**config.mk**
```make
export PLATFORM = sky130hd
export DESIGN_NAME = instr_mem_loader_flat
export DESIGN_NICKNAME = d
export VERILOG_FILES = /design/src/rtl/instr_mem_loader_pkg.sv /design/src/rtl/instr_mem_loader_if.sv /design/src/rtl/instr_mem_loader_packer.sv /design/src/rtl/instr_mem_loader.sv /design/src/flat_wrapper.sv
export SDC_FILE = /design/constraint.sdc
export NUM_CORES = 1
export LEC_CHECK = 0
export CAP_MARGIN = 30
export CORE_UTILIZATION = 50
export CTS_BUF_LIST = sky130_fd_sc_hd__clkbuf_4
export DETAILED_ROUTE_END_ITERATION = 10
export GPL_ROUTABILITY_DRIVEN = 1
export HOLD_SLACK_MARGIN = 0.15
export PLACE_DENSITY_LB_ADDON = 0.05
export SLEW_MARGIN = 20
export SYNTH_ARGS = -nofsm -noshare
export SYNTH_HDL_FRONTEND = slang
export SYNTH_HIERARCHICAL = 1
export SYNTH_SLANG_ARGS = --single-unit
```
**constraint.sdc**
```tcl
create_clock -name i_clk -period 2.45 [get_ports i_clk]
set_clock_uncertainty 0.1 [all_clocks]
set_input_delay 0.49 -clock i_clk [delete_from_list [all_inputs] [get_ports i_clk]]
set_output_delay 0.49 -clock i_clk [all_outputs]
set_load 0.005 [all_outputs]
```
**src/rtl/instr_mem_loader_pkg.sv**
```systemverilog
// Shared types and constants for the instruction-memory loader.
package instr_mem_loader_pkg;

    localparam int ADDR_W_DEF = 10;
    localparam int DEPTH_DEF  = 1024;
    localparam int WORD_W     = 32;

    typedef enum logic [1:0] {
        ST_IDLE  = 2'd0,
        ST_RECV  = 2'd1,
        ST_WRITE = 2'd2,
        ST_FIN   = 2'd3
    } state_t;

endpackage

```
**src/rtl/instr_mem_loader_if.sv**
```systemverilog
// Byte-stream handshake plus instruction-memory write port.
// The loader sits on the slave side: it consumes bytes and drives the memory write.
interface instr_mem_loader_if
    import instr_mem_loader_pkg::*;
#(
    parameter int ADDR_W = ADDR_W_DEF
) ();

    logic [7:0]        byte_in;
    logic              byte_valid;
    logic              byte_ready;
    logic              mem_we;
    logic [ADDR_W-1:0] mem_addr;
    logic [WORD_W-1:0] mem_data;

    modport master (
        output byte_in, byte_valid,
        input  byte_ready, mem_we, mem_addr, mem_data
    );

    modport slave (
        input  byte_in, byte_valid,
        output byte_ready, mem_we, mem_addr, mem_data
    );

endinterface

```
**src/rtl/instr_mem_loader_packer.sv**
```systemverilog
// Assembles four big-endian bytes into one 32-bit word.
// o_word is only meaningful in the cycle o_word_valid is high (4th byte shifting in).
module instr_mem_loader_packer
    import instr_mem_loader_pkg::*;
(
    input  logic              i_clk,
    input  logic              i_rst_n,
    input  logic              i_clear,
    input  logic              i_shift,
    input  logic [7:0]        i_byte,
    output logic [WORD_W-1:0] o_word,
    output logic              o_word_valid
);

    logic [23:0] r_shift;
    logic [1:0]  r_cnt;

    assign o_word       = {r_shift, i_byte};
    assign o_word_valid = i_shift && !i_clear && (r_cnt == 2'd3);

    // Shift bytes in MSB-first; the counter wraps to 0 after the 4th byte.
    always_ff @(posedge i_clk or negedge i_rst_n) begin
        if (!i_rst_n) begin
            r_shift <= '0;
            r_cnt   <= '0;
        end else if (i_clear) begin
            r_shift <= '0;
            r_cnt   <= '0;
        end else if (i_shift) begin
            r_shift <= {r_shift[15:0], i_byte};
            r_cnt   <= r_cnt + 2'd1;
        end
    end

endmodule

```
**src/rtl/instr_mem_loader.sv**
```systemverilog
// Loads a byte stream into instruction memory as 32-bit words from address 0,
// holding the CPU while the load runs.
//
// state    | meaning
// ---------+--------------------------------------------------------------
// ST_IDLE  | waiting for Start; Length is range-checked on acceptance
// ST_RECV  | accepting bytes until a full word is assembled
// ST_WRITE | one-cycle memory write of the assembled word
// ST_FIN   | one-cycle Done pulse, CPU still held
module instr_mem_loader
    import instr_mem_loader_pkg::*;
#(
    parameter int ADDR_W = ADDR_W_DEF,
    parameter int DEPTH  = DEPTH_DEF
) (
    input  logic              i_clk,
    input  logic              i_rst_n,
    input  logic              i_start,
    input  logic [ADDR_W:0]   i_length,
    input  logic              i_abort,
    instr_mem_loader_if.slave bus,
    output logic              o_cpu_hold,
    output logic              o_busy,
    output logic              o_done,
    output logic              o_error
);

    localparam logic [ADDR_W:0] LP_DEPTH = (ADDR_W+1)'(DEPTH);
    localparam logic [ADDR_W:0] LP_ONE   = {{ADDR_W{1'b0}}, 1'b1};

    state_t            r_state;
    logic [ADDR_W:0]   r_len;
    logic [ADDR_W:0]   r_idx;
    logic              r_ready;
    logic              r_mem_we;
    logic [ADDR_W-1:0] r_mem_addr;
    logic [WORD_W-1:0] r_mem_data;
    logic              r_hold;
    logic              r_busy;
    logic              r_done;
    logic              r_error;

    logic              w_xfer;
    logic              w_clear;
    logic [WORD_W-1:0] w_word;
    logic              w_word_valid;
    logic [ADDR_W:0]   w_idx_next;

    // A partial word is dropped whenever we leave RECV other than via a full word.
    assign w_xfer     = bus.byte_valid && r_ready;
    assign w_clear    = (r_state != ST_RECV) || i_abort;
    assign w_idx_next = r_idx + LP_ONE;

    instr_mem_loader_packer u_packer (
        .i_clk        (i_clk),
        .i_rst_n      (i_rst_n),
        .i_clear      (w_clear),
        .i_shift      (w_xfer),
        .i_byte       (bus.byte_in),
        .o_word       (w_word),
        .o_word_valid (w_word_valid)
    );

    assign bus.byte_ready = r_ready;
    assign bus.mem_we     = r_mem_we;
    assign bus.mem_addr   = r_mem_addr;
    assign bus.mem_data   = r_mem_data;
    assign o_cpu_hold     = r_hold;
    assign o_busy         = r_busy;
    assign o_done         = r_done;
    assign o_error        = r_error;

    // Load sequencer; every output is registered alongside the state transition.
    always_ff @(posedge i_clk or negedge i_rst_n) begin
        if (!i_rst_n) begin
            r_state    <= ST_IDLE;
            r_len      <= '0;
            r_idx      <= '0;
            r_ready    <= 1'b0;
            r_mem_we   <= 1'b0;
            r_mem_addr <= '0;
            r_mem_data <= '0;
            r_hold     <= 1'b0;
            r_busy     <= 1'b0;
            r_done     <= 1'b0;
            r_error    <= 1'b0;
        end else begin
            r_mem_we <= 1'b0;
            r_done   <= 1'b0;
            case (r_state)
                ST_IDLE: begin
                    if (i_start && !i_abort) begin
                        r_error <= 1'b0;
                        r_len   <= i_length;
                        r_idx   <= '0;
                        if (i_length == '0) begin
                            r_state <= ST_FIN;
                            r_done  <= 1'b1;
                            r_busy  <= 1'b1;
                            r_hold  <= 1'b1;
                        end else if (i_length > LP_DEPTH) begin
                            r_error <= 1'b1;
                        end else begin
                            r_state <= ST_RECV;
                            r_ready <= 1'b1;
                            r_busy  <= 1'b1;
                            r_hold  <= 1'b1;
                        end
                    end
                end
                ST_RECV: begin
                    if (i_abort) begin
                        r_state <= ST_IDLE;
                        r_ready <= 1'b0;
                        r_busy  <= 1'b0;
                        r_hold  <= 1'b0;
                    end else if (w_word_valid) begin
                        r_state    <= ST_WRITE;
                        r_ready    <= 1'b0;
                        r_mem_we   <= 1'b1;
                        r_mem_addr <= r_idx[ADDR_W-1:0];
                        r_mem_data <= w_word;
                    end
                end
                ST_WRITE: begin
                    r_idx <= w_idx_next;
                    if (i_abort) begin
                        r_state <= ST_IDLE;
                        r_busy  <= 1'b0;
                        r_hold  <= 1'b0;
                    end else if (w_idx_next == r_len) begin
                        r_state <= ST_FIN;
                        r_done  <= 1'b1;
                    end else begin
                        r_state <= ST_RECV;
                        r_ready <= 1'b1;
                    end
                end
                default: begin
                    r_state <= ST_IDLE;
                    r_ready <= 1'b0;
                    r_busy  <= 1'b0;
                    r_hold  <= 1'b0;
                end
            endcase
        end
    end

endmodule

```
**src/flat_wrapper.sv**
```systemverilog
// flat-port wrapper written by rule: the top's interface ports become plain ports
module instr_mem_loader_flat import instr_mem_loader_pkg::*;
#(
    parameter int ADDR_W = ADDR_W_DEF,
    parameter int DEPTH  = DEPTH_DEF
)
  (i_clk, i_rst_n, i_start, i_length, i_abort, o_cpu_hold, o_busy, o_done, o_error, bus_byte_in, bus_byte_valid, bus_byte_ready, bus_mem_we, bus_mem_addr, bus_mem_data);
  instr_mem_loader_if #(.ADDR_W(ADDR_W)) bus_i ();
  input  logic i_clk;
  input  logic i_rst_n;
  input  logic i_start;
  input  logic [ADDR_W:0] i_length;
  input  logic i_abort;
  output logic o_cpu_hold;
  output logic o_busy;
  output logic o_done;
  output logic o_error;
  input wire logic [$bits(bus_i.byte_in)-1:0] bus_byte_in;
  input wire logic [$bits(bus_i.byte_valid)-1:0] bus_byte_valid;
  output wire logic [$bits(bus_i.byte_ready)-1:0] bus_byte_ready;
  output wire logic [$bits(bus_i.mem_we)-1:0] bus_mem_we;
  output wire logic [$bits(bus_i.mem_addr)-1:0] bus_mem_addr;
  output wire logic [$bits(bus_i.mem_data)-1:0] bus_mem_data;
  assign bus_i.byte_in = bus_byte_in;
  assign bus_i.byte_valid = bus_byte_valid;
  assign bus_byte_ready = bus_i.byte_ready;
  assign bus_mem_we = bus_i.mem_we;
  assign bus_mem_addr = bus_i.mem_addr;
  assign bus_mem_data = bus_i.mem_data;
  instr_mem_loader #(.ADDR_W(ADDR_W), .DEPTH(DEPTH)) u_core (.i_clk(i_clk), .i_rst_n(i_rst_n), .i_start(i_start), .i_length(i_length), .i_abort(i_abort), .bus(bus_i), .o_cpu_hold(o_cpu_hold), .o_busy(o_busy), .o_done(o_done), .o_error(o_error));
endmodule
```
==> flow_summary.json <==
{
  "status": "finished clean",
  "ant_nets": 0,
  "fin_tns_setup_ps": 0,
  "drc": 0,
  "synthArstFlopShare_pct": 100.0,
  "core_area_um2": 8382,
  "whs_endpoint": "u_core/bus.mem_data[31]$_DFFE_PN0P_",
  "ir_drop_uv": 511.5,
  "sw_frac_of_total_pct": 31.12,
  "ys_seq_elements": 97,
  "syn_to_final_growth_pct": 21.21,
  "yosysTopAreaCell": "dfrtp_1",
  "synthCells": 365,
  "vias": 2948,
  "comb_power_share_pct": 26.9,
  "hold_class": "reg2reg",
  "clock_latency_ps": 440,
  "die_w_um": 96.19,
  "cp_max_fo": 11,
  "critPathLaunchType": "register",
  "syn_avg_cell_area_um2": 12.15,
  "rows": 33,
  "num-fill-cells": 689,
  "end_kind": "register",
  "cpPeakStageDelay_ps": 770,
  "clkTransAtPathRegs_ps": 150,
  "post-place-ws_ps": -25.08,
  "hold_viol": 0,
  "multiInputGateArea_um2": 1814,
  "io_buffers": 71,
  "dp_cells": 527,
  "hold_slack_ps": 418.4,
  "cts_sinks": 97,
  "start_util_pct": 52.92,
  "synth_edf_count": 0,
  "dr.pass1.iters": 4,
  "wl_per_cell_um": 15.55,
  "overflow": 0,
  "r2r_start": "u_core/r_state[0]$_DFFE_PN0P_",
  "worst_slew_pin_slew_ps": 990.4,
  "fp.dieH_um": 96.19,
  "nets": 464,
  "fin_ws_ps": 134.4,
  "finalPower_mw": 3.926,
  "stdcell_area_um2": 5376,
  "max_freq_mhz": 431.9,
  "power_density_nw_per_um2": 730.3,
  "yosysMostFrequentCell": "dfrtp_1",
  "slew_headroom_pct": 33.98,
  "synth-seq-area-share_pct": 54.72,
  "ys.flop_type": "dfrtp_1",
  "seq_area_um2": 2427,
  "n_antenna_cell": 0,
  "cts_tree": "done",
  "r2r_slack_ps": 130,
  "wl_um": 8461,
  "viasPerCell": 5.419,
  "slew_viol_final": 0,
  "io_pins": 72,
  "worst_r2r_endpoint": "u_core/r_idx[3]$_DFFE_PN0P_",
  "cts_setup_buffers": 0,
  "max_cap_violations": 0,
  "fin_crit_ps": 2316,
  "place_hpwl_um": 5865,
  "cts.htree.levels": 3,
  "dpl_cell_area_um2": 5202,
  "grt.total_usage_pct": 19.74,
  "cpMaxStageDelayCell": "a21oi_1",
  "setup_viol": 0,
  "fin_cells": 544,
  "synth_nets": 395,
  "drive_gt1_share_pct": 20.96,
  "yosysWarnings": 6,
  "grt_start_max_net_pins": 43,
  "leakage_nw": 2.435,
  "drt-initial-drc-count": 99,
  "grt_pass1_vias": 2828,
  "crit_type": "reg2reg",
  "dieArea_um2": 9252,
  "antenna_found_initial": 0,
  "pwr-share-clk_pct": 24.5,
  "grt_pass1_wl_um": 13720,
  "cts_buffers": 9,
  "fin_util_pct": 64.14,
  "reg2regPathDepth": 6,
  "holdCritStartpoint": "u_core/u_packer/r_shift[23]$_DFFE_PN0P_",
  "synth_common_cells": "dfrtp_1, mux2_2, nor2_1",
  "cp_cell_sequence": "inv_1 -> ha_1 -> nor2b_1 -> a21oi_1 -> o21ai_0 -> o31ai_1",
  "hold_depth": 1,
  "synth_top_area_share_pct": 54.72,
  "cp.required_ps": 2680,
  "rsz0062_at_grt": "no",
  "seq_power_share_pct": 48.5,
  "synthDistinctLibCells": 44,
  "ys_top_cells_by_area": "dfrtp_1, mux2_2, mux2i_1",
  "root_buffer": "clkbuf_4",
  "cts_buffer_depth": 2,
  "syn_area_um2": 4436,
  "routabilityCongestion": 0.8886,
  "fin_crit_sh_pct": 94.51,
  "p_switching_mw": 1.222,
  "p_int_mw": 2.705,
  "cp_data_arrival_time_ps": 2550
}
## power by group through the flow
stage / Sequential [mW] / Combinational, mW / Clock (mW)
detailed placement: 1.94 / 1.06 / 0
global route: 1.93 / 1.16 / 1.07
global placement: 1.93 / 1.03 / 0
CTS: 1.91 / 1.07 / 0.996
floorplan: 1.89 / 0.806 / 0
finish: 1.91 / 1.06 / 0.963
## logic make-up (layout without fill, tap and decap cells)
kind of cell               Yosys count  after routing  synth area share, %
adders and majority gates            6              6                1.692
muxes                               82             82                20.03
buffers and inverters               31            105                4.429
AOI/OAI and AO/OA                   38             38                5.501
DFF                                 97             97                54.73
xor gates and xnor gates            15             15                2.962
and+or+nand+nor                     96             96                10.66
## layout make-up
class | count | area share, %
multi-input combinational | 237 | 33.74
sequential | 97 | 45.15
tap | 105 | 2.444
timing repair buffer | 84 | 15.27
inverter | 5 | 0.3491
clock buffer | 10 | 1.396
clock inverter | 6 | 1.652
## what timing repair did
action                                 4_1_cts  5_1_grt
endpoints found under the hold margin       40        0
hold buffers                                 1        0
gates resized for setup                      0        0
## cell usage in the layout (no fill, tap or decap), types with 6 or more instances in the layout
master / instances
buf_4: 12
clkbuf_4: 10
clkdlybuf4s50_1: 70
dfrtp_1: 97
ha_1: 6
mux2_2: 54
mux2i_1: 28
nand2_1: 25
nor2_1: 39
o21ai_0: 12
o31ai_1: 6
xnor2_1: 9
xor2_1: 6
## critical path: cells and delay by family, from the launching register on
kind            cells  cell delay [ps]
simple gates        1              110
fa+ha+maj           1              340
buf+inv             1              100
compound gates      3             1130
flops               1              450
## metal layers
metal | share of wire, % | vias to the layer above | GRT usage (%) | wire length (um)
li1 | - | 1402 | - | -
met1 | 45 | 1447 | 25.95 | 3808
met2 | 49 | 87 | 31.74 | 4116
met3 | 4.8 | 12 | 4.107 | 405
met4 | 1.5 | 0 | 8.209 | 130
met5 | 0 | - | 0 | 0
## state kept, by name, indices dropped and copies added, names as in the netlist
register / cells
u_core/r_len: 11
u_core/r_state: 2
u_core/bus.mem_addr: 10
u_core/bus.byte_ready: 1
u_core/o_busy: 1
u_core/bus.mem_we: 1
u_core/o_error: 1
u_core/o_done: 1
u_core/r_idx: 11
u_core/u_packer/r_shift: 24
u_core/u_packer/r_cnt: 2
u_core/bus.mem_data: 32
## worst max-delay path by stage
| stage | from | end | depth (start not counted) |
|---|---|---|---|
| 3_3_place_gp | i_length[5] | u_core/bus.byte_ready$_DFFE_PN0P_ | 7 |
| 3_5_place_dp | i_length[5] | u_core/bus.byte_ready$_DFFE_PN0P_ | 7 |
| 6_report | u_core/r_state[0]$_DFFE_PN0P_ | u_core/r_idx[3]$_DFFE_PN0P_ | 6 |
| 4_1_cts | u_core/r_idx[1]$_DFFE_PN0P_ | u_core/o_done$_DFF_PN0_ | 7 |
| 2_1_floorplan | u_core/r_idx[0]$_DFFE_PN0P_ | u_core/r_state[1]$_DFFE_PN0P_ | 7 |
| 5_1_grt | u_core/r_state[0]$_DFFE_PN0P_ | u_core/r_idx[3]$_DFFE_PN0P_ | 6 |
Power figures use the tool's default switching activity.
